## config.mk

```make
export PLATFORM = sky130hd
export DESIGN_NAME = alu_cmd_driver
export DESIGN_NICKNAME = d
export VERILOG_FILES = /design/src/rtl/alu_cmd_driver.sv
export SDC_FILE = /design/constraint.sdc
export NUM_CORES = 1
export LEC_CHECK = 0
export BUFFER_PORTS_ARGS = -buffer_cell sky130_fd_sc_hd__buf_2
export CAP_MARGIN = 30
export CORE_ASPECT_RATIO = 1.4
export CORE_MARGIN = 4
export CORE_UTILIZATION = 50
export CTS_BUF_LIST = sky130_fd_sc_hd__clkbuf_4
export DETAILED_ROUTE_END_ITERATION = 10
export GPL_TIMING_DRIVEN = 0
export HOLD_SLACK_MARGIN = 0.08
export PLACE_DENSITY = 0.72
export SKIP_CTS_REPAIR_TIMING = 1
export SYNTH_ARGS = -nofsm -noshare
export SYNTH_HDL_FRONTEND = slang
export SYNTH_SLANG_ARGS = --single-unit
```

## constraint.sdc

```tcl
create_clock -name clk -period 2.8 [get_ports clk]
set_input_delay 0.28 -clock clk [delete_from_list [all_inputs] [get_ports clk]]
set_output_delay 0.28 -clock clk [all_outputs]
set_load 0.1 [all_outputs]
```

## src/rtl/alu_cmd_driver.sv

```systemverilog
// Drives registered operands onto a combinational ALU, samples the result after a
// settle time and buffers it in a response FIFO. Optional macro: ALU_DRV_CHAIN_EN.
module alu_cmd_driver #(
    parameter int DATA_W    = 32,
    parameter int OP_W      = 4,
    parameter int SETTLE    = 1,
    parameter int RSP_DEPTH = 4
) (
    input  logic              clk,
    input  logic              rst_n,
    // Both handshakes transfer on the rising edge where valid && ready; ready never
    // looks at valid, and a presented response holds its data until it is taken.
    input  logic              cmd_valid,
    output logic              cmd_ready,
    input  logic [DATA_W-1:0] cmd_a,
    input  logic [DATA_W-1:0] cmd_b,
    input  logic [OP_W-1:0]   cmd_op,
`ifdef ALU_DRV_CHAIN_EN
    input  logic              cmd_chain,
`endif
    output logic [DATA_W-1:0] alu_a,
    output logic [DATA_W-1:0] alu_b,
    output logic [OP_W-1:0]   alu_op,
    input  logic [DATA_W-1:0] alu_result,
    output logic              rsp_valid,
    input  logic              rsp_ready,
    output logic [DATA_W-1:0] rsp_data,
    output logic [OP_W-1:0]   rsp_op,
    output logic              busy,
    output logic              dbgState
);

    typedef enum logic {IDLE = 1'b0, EXEC = 1'b1} stateT;

    localparam int PTR_W = $clog2(RSP_DEPTH);
    localparam int CNT_W = PTR_W + 1;
    localparam logic [CNT_W-1:0] DEPTH_CNT   = CNT_W'(RSP_DEPTH);
    localparam logic [3:0]       SETTLE_INIT = 4'(SETTLE - 1);

    stateT             state;
    logic [3:0]        settleCnt;
    logic [DATA_W-1:0] dataMem [RSP_DEPTH];
    logic [OP_W-1:0]   opMem   [RSP_DEPTH];
    logic [PTR_W-1:0]  wrPtr;
    logic [PTR_W-1:0]  rdPtr;
    logic [CNT_W-1:0]  fifoCount;
    logic              accept;
    logic              push;
    logic              pop;
    logic [DATA_W-1:0] nextA;

    // Gated by rst_n so the host sees no readiness while reset is held.
    assign cmd_ready = rst_n && (state == IDLE) && (fifoCount < DEPTH_CNT);
    assign accept    = cmd_valid && cmd_ready;
    assign push      = (state == EXEC) && (settleCnt == 4'd0);
    assign pop       = rsp_valid && rsp_ready;
    assign busy      = (state == EXEC);
    assign dbgState  = state;
    assign rsp_valid = (fifoCount != '0);
    assign rsp_data  = dataMem[rdPtr];
    assign rsp_op    = opMem[rdPtr];

`ifdef ALU_DRV_CHAIN_EN
    logic [DATA_W-1:0] lastResult;

    assign nextA = cmd_chain ? lastResult : cmd_a;

    always_ff @(posedge clk or negedge rst_n) begin
        if (!rst_n) begin
            lastResult <= '0;
        end else if (push) begin
            lastResult <= alu_result;
        end
    end
`else
    assign nextA = cmd_a;
`endif

    always_ff @(posedge clk or negedge rst_n) begin
        if (!rst_n) begin
            state     <= IDLE;
            settleCnt <= '0;
            alu_a     <= '0;
            alu_b     <= '0;
            alu_op    <= '0;
        end else begin
            case (state)
                IDLE: begin
                    if (accept) begin
                        alu_a     <= nextA;
                        alu_b     <= cmd_b;
                        alu_op    <= cmd_op;
                        settleCnt <= SETTLE_INIT;
                        state     <= EXEC;
                    end
                end
                EXEC: begin
                    if (settleCnt == 4'd0) begin
                        state <= IDLE;
                    end else begin
                        settleCnt <= settleCnt - 4'd1;
                    end
                end
                default: state <= IDLE;
            endcase
        end
    end

    // Admission control guarantees a push never meets a full FIFO.
    always_ff @(posedge clk or negedge rst_n) begin
        if (!rst_n) begin
            wrPtr     <= '0;
            rdPtr     <= '0;
            fifoCount <= '0;
            for (int i = 0; i < RSP_DEPTH; i++) begin
                dataMem[i] <= '0;
                opMem[i]   <= '0;
            end
        end else begin
            if (push) begin
                dataMem[wrPtr] <= alu_result;
                opMem[wrPtr]   <= alu_op;
                wrPtr          <= wrPtr + 1'b1;
            end
            if (pop) begin
                rdPtr <= rdPtr + 1'b1;
            end
            case ({push, pop})
                2'b10:   fifoCount <= fifoCount + 1'b1;
                2'b01:   fifoCount <= fifoCount - 1'b1;
                default: fifoCount <= fifoCount;
            endcase
        end
    end

endmodule

```

==> impl_metrics.toml <==
[run_status]
status = "finished with violations"
violations = "negative hold slack"

[job]
cap_violations = 0

[yosys]
synth_nets = 664
syn_area_um2 = 10000
ys_types = 28
synth_cells = 553
syn_avg_cell_area_um2 = 18.1
ys_seq_area_share_pct = 55.9
synth_seq_cells = 224
yosys_warnings = 0

[finish]
final_cell_mix = "dfrtp_1 (224), buf_2 (220), mux2_4 (120)"
finish.utilization_pct = 66.5
drive_gt1_share_pct = 60.1
n_fill_cell = 1367
finalNonFillerCells = 1217
seq_area_um2 = 5610
fin_nets = 1035
area_growth_pct = 31.0
layout_commonest_cell = "dfrtp_1"
multi_input_area_um2 = 4050

[drt]
drt_pre_antenna_iters = 4
wl_per_cell_um = 19.2
drc = 0
drtIter0Drc = 243
dr_total_vias = 6181
drt-total-wl_um = 23300
ant_nets = 0
via_per_inst = 5.08

[die]
io_pins = 212
initial_utilization_pct = 50.7
chipWidth_um = 128
fp.dieArea_um2 = 22400
core_area_um2 = 19800
die_h_um = 176
rows = 61

[sta]
finalCritPeriodShare_pct = 94.0
layout_min_cycle_time_ps = 2630
slew_violations = 0
clock_skew_ps = 45.4
fin_tns_setup_ps = 0
slew_headroom_pct = 31.3
holdWs_ps = -328
hold_viol_final = 128
setup_viol = 0
tightest_slew_ps = 1030
rsz0062_at_grt = "false"
clock.fmax_mhz = 380

[cts]
clkLatencyLatePin_ps = 660
clock_path_buffers = 3
clock-sinks = 224
cts_buffers = 56
tritoncts = "yes"
h-tree-depth = 2
clk_transition_reported_paths_ps = 70
root_buffer = "clkbuf_4"

[global_routing]
antenna_found_initial = 1
grt_overflow_total = 0
grt_pass1_vias = 6842
grt_pass1_wl_um = 35000
grt_use_total_pct = 19.6
grt_max_degree = 130

[worst_setup_path]
reg2reg_setup_slack_ps = 600
path_cells = "buf_4 -> buf_6 -> mux4_2 -> buf_2"
crit_type = "flop to output pin"
r2r-start = "settleCnt[1]"
crit_family = "buffers and inverters"
max_stage_delay_ps = 540
end_kind = "output pin"
critPathLaunchType = "flop"
worstReg2RegEnd = "fifoCount[2]"
slowest_stage = "mux4_2"
cp_num_buf_inv = 3
worst_ep_arrival_time_ps = 2350
crit_required_ps = 2520
r2r_cells = 11
critPathLaunch = "rdPtr[0]"
worst-path-max-fanout = 10

[placed_design]
port_buffers = 211
gp_congestion = 0.792
hpwl_um = 14800
placed_cells = 1017

[min_path]
hold_path_class = "input port to async pin"
==> state kept, by name (all words and copies together) (netlist names), 3 cells and up <==
signal,count
dataMem,128
alu_a,32
alu_b,32
opMem,16
alu_op,4
settleCnt,4
fifoCount,3
==> worst max-delay path by stage <==
stage | cells past startpoint | endpoint | slack (ps)
finish | 4 | rsp_data[22] | 170
global route | 4 | rsp_data[22] | 40
CTS | 4 | rsp_data[22] | -180
detailed placement | 6 | alu_b[13] | -110
global placement | 5 | alu_b[15] | -2620
floorplan | 7 | fifoCount[1] | 320
==> area by class of cell <==
type                       instances  area share (%)
clock buffer                      81            4.63
sequential                       224            42.6
antenna                            2          0.0381
timing repair buffer             313            16.0
buffer                            30            2.76
clock inverter                    16           0.457
tap                              252            2.40
inverter                           9           0.257
multi-input combinational        290            30.8
==> through the flow <==
step | setup slack, ps | hold WS [ps] | cell area (µm²)
floorplan | 317 | -15.6 | 10000
global placement | -2620 | 482 | 11400
detailed placement | -106 | 450 | 11400
CTS | -177 | -261 | 12100
global route | 42.1 | -234 | 13100
finish | 168 | -328 | 13100
==> metal layers <==
layer | up-vias | GRT usage (%) | wire length (µm) | share of wire [%]
li1 | 2782 | - | - | -
met1 | 3138 | 22.4 | 8960 | 38
met2 | 213 | 34.5 | 12200 | 52
met3 | 48 | 6.02 | 1580 | 6.8
met4 | 0 | 6.73 | 578 | 2.5
met5 | - | 0 | 0 | 0
==> cells by family (layout without fill, tap and decap cells) <==
logic type	count (synthesis)	in the layout	synth area share, %
AO/OA/AOI/OAI	5	5	0.312
XOR/XNOR	6	6	0.524
adder cells (fa/ha/maj)	7	7	0.948
buffers and inverters	39	449	3.79
flip-flops	224	224	55.9
multiplexers	251	251	36.7
other	0	2	0
AND/OR/NAND/NOR	21	21	1.86
==> Yosys cell counts, drive strengths merged <==
| library cell | count | share of area, % |
|---|---|---|
| nand4b | 1 | 0.087 |
| xnor2 | 3 | 0.26 |
| xor2 | 3 | 0.26 |
| or3 | 1 | 0.062 |
| nor2 | 4 | 0.15 |
| a21oi | 1 | 0.050 |
| dfrtp | 224 | 56 |
| mux2 | 213 | 28 |
| o31a | 1 | 0.087 |
| ha | 6 | 0.75 |
| inv | 9 | 0.34 |
| o21ai | 2 | 0.10 |
| and4bb | 2 | 0.29 |
| mux2i | 2 | 0.20 |
| nand2 | 9 | 0.99 |
| nor3b | 1 | 0.075 |
| buf | 30 | 3.5 |
| fa | 1 | 0.20 |
| nand2b | 2 | 0.12 |
| mux4 | 36 | 8.1 |
| o31ai | 1 | 0.075 |
| nor4b | 1 | 0.087 |
Power is not shown: default switching activity piles up to over one toggle a cycle in this logic, so the estimate is an artifact.
